==> config.mk <==
export PLATFORM = sky130hd
export DESIGN_NAME = fdiv_rr_sched
export DESIGN_NICKNAME = d
export VERILOG_FILES = /design/src/rtl/fdiv_rr_sched.sv
export SDC_FILE = /design/constraint.sdc
export NUM_CORES = 1
export LEC_CHECK = 0
export BUFFER_PORTS_ARGS = -buffer_cell sky130_fd_sc_hd__clkbuf_2
export CORE_ASPECT_RATIO = 0.75
export CORE_UTILIZATION = 35
export DETAILED_ROUTE_END_ITERATION = 12
export PLACE_DENSITY = 0.74
export SKIP_CTS_REPAIR_TIMING = 1
export SYNTH_ARGS = -nofsm -noshare
export SYNTH_HDL_FRONTEND = slang
export SYNTH_SLANG_ARGS = --single-unit
==> constraint.sdc <==
create_clock -name clk -period 3.7 [get_ports clk]
set_clock_uncertainty 0.2 [all_clocks]
set_input_delay 0.555 -clock clk [delete_from_list [all_inputs] [get_ports clk]]
set_output_delay 0.555 -clock clk [all_outputs]
set_load 0.01 [all_outputs]
==> src/rtl/fdiv_rr_sched.sv <==
// fdiv_rr_sched: round-robin front end that shares one pipelined FP32
// Newton-Raphson divider (fixed latency, no enable) between two requesters.
//
// Ports:
//   clk, rst            clock (rising edge), asynchronous active-low reset
//   req{0,1}_valid/a/b  operand pair offered by each requester
//   req{0,1}_ready      pair accepted this cycle (combinational grant)
//   div_a, div_b        registered operands driven to the divider
//   div_c               quotient returned by the divider
//   res{0,1}_valid      one-cycle pulse: res_data belongs to that requester
//   res_data            registered quotient
//   inflight, busy      ops issued and not yet returned; inflight != 0
module fdiv_rr_sched #(
  parameter int DIV_LAT = 12,  // edges from A/B change to quotient on C
  parameter int CW      = 7    // inflight width, 2**CW > DIV_LAT+1
) (
  input  logic          clk,
  input  logic          rst,
  input  logic          req0_valid,
  input  logic [31:0]   req0_a,
  input  logic [31:0]   req0_b,
  output logic          req0_ready,
  input  logic          req1_valid,
  input  logic [31:0]   req1_a,
  input  logic [31:0]   req1_b,
  output logic          req1_ready,
  output logic [31:0]   div_a,
  output logic [31:0]   div_b,
  input  logic [31:0]   div_c,
  output logic          res0_valid,
  output logic          res1_valid,
  output logic [31:0]   res_data,
  output logic [CW-1:0] inflight,
  output logic          busy
);

  typedef struct packed {
    logic [31:0] a;
    logic [31:0] b;
  } opnd_t;

  // Tag pipe: one valid bit and one requester id per in-flight stage.
  // Stage DIV_LAT lines up with the edge on which div_c holds the quotient.
  logic [DIV_LAT:0] vld_pipe;
  logic [DIV_LAT:0] id_pipe;
  logic             last;     // requester granted most recently
  logic             issue;
  logic             ret;
  opnd_t            gnt_op;

  // Contention goes to whichever requester did not win last time.
  always_comb begin
    req0_ready = req0_valid & (~req1_valid | last);
    req1_ready = req1_valid & (~req0_valid | ~last);
    issue      = req0_ready | req1_ready;
    gnt_op     = req1_ready ? '{a: req1_a, b: req1_b} : '{a: req0_a, b: req0_b};
  end

  assign ret  = vld_pipe[DIV_LAT];
  assign busy = |inflight;

  always_ff @(posedge clk or negedge rst) begin
    if (!rst) begin
      vld_pipe   <= '0;
      id_pipe    <= '0;
      last       <= 1'b1;
      div_a      <= '0;
      div_b      <= '0;
      res0_valid <= 1'b0;
      res1_valid <= 1'b0;
      res_data   <= '0;
      inflight   <= '0;
    end else begin
      // Shifts every edge; the divider cannot stall so neither can the tags.
      vld_pipe <= {vld_pipe[DIV_LAT-1:0], issue};
      id_pipe  <= {id_pipe[DIV_LAT-1:0], req1_ready};

      // Operands hold between issues so the divider input stays quiet.
      if (issue) begin
        div_a <= gnt_op.a;
        div_b <= gnt_op.b;
        last  <= req1_ready;
      end

      res0_valid <= ret & ~id_pipe[DIV_LAT];
      res1_valid <= ret &  id_pipe[DIV_LAT];
      if (ret) res_data <= div_c;

      case ({issue, ret})
        2'b10:   inflight <= inflight + CW'(1);
        2'b01:   inflight <= inflight - CW'(1);
        default: inflight <= inflight;
      endcase
    end
  end

endmodule

-- After elaboration in Yosys (flattened, before gate mapping)
Index checks and enable logic that the tools add are counted.
- flip-flop bits (word level): 132
- bits in latches: 0
- bits in writable memories: 0
- memory bits (read-only): 0
- input port bits: 164
- output and inout bits: 108
- logic and storage cells: 28
- memories kept: 0
- add/sub/neg operators: 2
- multipliers: 0
- div/mod/pow operators: 0
- order comparisons: 0
- equal/unequal tests: 2
- shift-type cells: 0
- muxes and demuxes: 2
- bitwise logic cells: 11
- reduce and logical (&&, ||, !) cells: 2
- operator list (cell ; number):
    $mux W64 ; 1
    $pmux W7 S2 ; 1
    $add A7 B1 Y7 const B ; 1
    $reduce_or A7 Y1 ; 1
    $sub A7 B1 Y7 const B ; 1
    $and A1 B1 Y1 ; 4
    $not A1 Y1 ; 4
    $or A1 B1 Y1 ; 3
    $eq A2 B1 Y1 const B ; 1
    $eq A2 B2 Y1 const B ; 1
    $reduce_bool A2 Y1 ; 1

-- Depth between registers and ports, before layout
- depth after elaboration: 6
- depth in mapped cells: 12

-- Least setup slack after synthesis
OpenSTA, ideal clock, no wires.
- path kind: input-to-reg
- start point: input req1_valid
- end point: register inflight[6]
- library setup time: 0.079 ns
- arrival: 3.073 ns
- data required time: 3.421 ns
- setup slack: 0.347 ns
- cell stages on the path: 11
- buffers on the path: 3
- path through: clkbuf_1 -> clkbuf_1 -> clkbuf_1 -> nor2_1 -> ha_1 -> ha_1 -> nor2b_4 -> o31a_1 -> or4_4 -> o211ai_2 -> xor2_1
- longest elaborated chain between the ends: 6
- ends and longest elaborated chain (item ; line ; text):
    start, declared ; 23 ; input logic req1_valid,
    $not A1 Y1 ; 53 ; req0_ready = req0_valid & (~req1_valid | last);
    $or A1 B1 Y1 ; 53 ;
    $and A1 B1 Y1 ; 53 ;
    $or A1 B1 Y1 * ; 55 ; issue = req0_ready | req1_ready;
    $eq A2 B1 Y1 or $eq A2 B2 Y1 (tied branches) ; 89 ; case ({issue, ret})
    $pmux W7 S2 or $reduce_bool A2 Y1 (tied branches) ; -- ;
    end signal, assigned ; 90 ; 2'b10: inflight <= inflight + CW'(1);
    end signal, assigned ; 91 ; 2'b01: inflight <= inflight - CW'(1);
    end signal, assigned ; 92 ; default: inflight <= inflight;
    end, declared ; 33 ; output logic [CW-1:0] inflight,
Mark *: on every way between the ends. The rest lies on a longest branch, timed or not.
A chain may end at the register's enable or synchronous reset.

-- Worst setup path after layout
- start point: input req1_valid
- end point: output req1_ready
- longest elaborated chain between the ends: 1
- ends and longest elaborated chain (item ; line ; text):
    $and A1 B1 Y1 ; 54 ; req1_ready = req1_valid & (~req0_valid | ~last);
    end, declared ; 26 ; output logic req1_ready,
No other way between the ends.

==> flow_summary.ini <==
[route]
dr_total_vias = 5231
drt_wl_total_um = 15300
drcViolationCount = 0
drt_first_iter_violations = 284
viasPerCell = 4.93
dr.pass1.iters = 4
ant_nets = 0
wl_per_cell_um = 14.4

[status]
status = completed

[grt]
grt_first_pass_wirelength_um = 23500
grt_pass1_vias = 4780
antenna_found_initial = 0
grt_start_max_net_pins = 195
gr-usage-all-layers = 0.177
grt_remaining_overflow = 0

[logic_synthesis]
syn_nets = 763
syn_area_per_cell_um2 = 9.91
ys_top_cells_by_area = dfrtp_1 56%, a31oi_1 6.9%, o22ai_1 6.8%
synth_edf_count = 0
yosysWarningCount = 0
synth_area_leader_cell = dfrtp_1
yosysSeqAreaShare = 0.563
synth-main-ff-cell = dfrtp_1
netlist-cell-type-count = 36
synth_top_area_frac = 0.559
synth.ff_latch_count = 132
async_reset_ff_frac = 1.00
synth_cells = 592
syn-cell-area_mm2 = 0.00587

[sta]
tightest_slew_ns = 0.852
finalHoldViolations = 0
whs_ns = 0.0243
fmax_mhz = 348
setup_viol = 0
drv_slew = 0
rsz0062_at_grt = no
finalCritPeriodShare = 0.777
fin_ws_ns = 0.826
post-route-min-period_ns = 2.87
relSlewSlack = 0.432
fin_setup_tns_ns = 0

[pwr]
p_comb_frac = 0.214
totalPowerFinal_mw = 4.30
power.switching_mw = 1.36
p_sw_frac = 0.316
cellPowerDensity_mw_per_mm2 = 540
ir_worst_vdd_v = 0.000252
clockPowerShare = 0.376
power.leakage_nw = 4.00
sequentialPowerShare = 0.410
p_int_mw = 2.94

[final_layout]
final_cells = 1062
final_cell_mix = 269 x clkbuf_2, 131 x dfrtp_1, 69 x nor2_1, 68 x a21oi_1
fillerInstances = 1538
drive_above_1_share = 0.370
nNetsFinal = 1010
final_common_cell = clkbuf_2
utilization = 0.491
num_antenna_cells = 0
design_area_mm2 = 0.00796
syn2layout_area_growth_pct = 35.6

[floorplan]
pin_count = 272
num_rows = 40
dieArea_mm2 = 0.0173
fp.dieW_um = 151
start_util = 0.362
coreArea_mm2 = 0.0162
dieHeight_um = 114

[clocking]
cts_root_buffer = clkbuf_16
clkTransAtPathRegs_ns = 0.06
cts.sinks = 132
cts_tree = built
cts_buffers = 17
ctsLongestPathBuffers = 2
htreeDepth = 4
clk_latency_ns = 0.41

[job]
maxCapViolCount = 0

[setup_path]
r2r_start = vld_pipe[12]
crit_fanout = 67
path_class = in2out
critPathLaunch = req1_valid
worstPathRequired_ns = 2.94
worst-endpoint-arrival_ns = 2.12
start_kind = input port
end_kind = output port

[placed_design]
io_buffer_count = 271
gp_congestion = 0.781
dpl_cell_area_mm2 = 0.00739
dp_slack_ns = 0.711
dpl.hpwl_um = 10400
dp.cells = 1030

[min_path]
hp-class = in2async
[path summary, 6_finish.rpt]
kind / endpoint / slack (ns) / cells after the start
setup / recovery: req1_ready / 0.83 / 5
hold / removal: div_a[26] / 0.02 / 1
setup reg to reg: inflight[6] / 1.19 / 7
hold reg to reg: vld_pipe[12] / 0.14 / 0
max in group asynchronous: div_b[21] / 2.54 / 2
min in group clk: vld_pipe[12] / 0.14 / 0
[power groups by stage]
stage	logic [mW]	registers, mW	clock network (mW)
floorplan	0.466	1.83	0
global placement	0.910	1.78	0
detailed placement	0.929	1.78	0
CTS	0.930	1.76	1.67
global route	1.03	1.79	1.73
finish	0.919	1.76	1.62
[critical path, cell delays in order]
cell and delay, ns:
clkbuf_2 0.09, buf_4 0.60, nand2_2 0.55, inv_2 0.15, clkbuf_2 0.14
[metal layers]
| layer | up-vias | wire, um | GRT usage |
|---|---|---|---|
| met5 | - | 0 | 0 |
| met2 | 206 | 7210 | 0.281 |
| li1 | 2579 | - | - |
| met3 | 11 | 1160 | 0.0590 |
| met4 | 0 | 123 | 0.0567 |
| met1 | 2435 | 6790 | 0.227 |
[final cells by class]
cell class	instances	area, um^2	area share
clock buffers	18	439	0.0552
well taps	210	263	0.0330
flip-flops and latches	132	3300	0.415
inverters	71	267	0.0335
clock inverters	14	130	0.0164
multi-input cells	340	2100	0.264
repair buffers	277	1450	0.182
[flip-flops by register name (all words and copies together) (netlist names)]
name        flops
div_a          32
div_b          32
res_data       32
id_pipe        13
vld_pipe       13
inflight        7
last            1
res0_valid      1
res1_valid      1
[Yosys cell counts, types with 2 or more instances]
master,instances
nor3_1,2
nor2_1,69
nor2b_1,2
clkbuf_1,36
buf_2,9
dfrtp_1,131
mux2_1,32
a21oi_1,68
nand2_1,7
o21ai_1,4
o22ai_1,64
a31oi_1,65
ha_1,6
inv_1,65
xor2_1,3
o21a_1,2
clkinv_1,5
buf_1,4
[cells by family (layout without fill, tap and decap cells)]
family / Yosys count / count (layout) / synth area share
AO/OA/AOI/OAI: 210 / 210 / 0.211
XOR/XNOR: 4 / 4 / 0.00597
adder cells (fa/ha/maj): 7 / 7 / 0.0162
buffers and inverters: 120 / 380 / 0.0787
flip-flops: 132 / 132 / 0.563
multiplexers: 33 / 33 / 0.0631
AND/OR/NAND/NOR: 86 / 86 / 0.0612
Power figures use the tool's default switching activity.
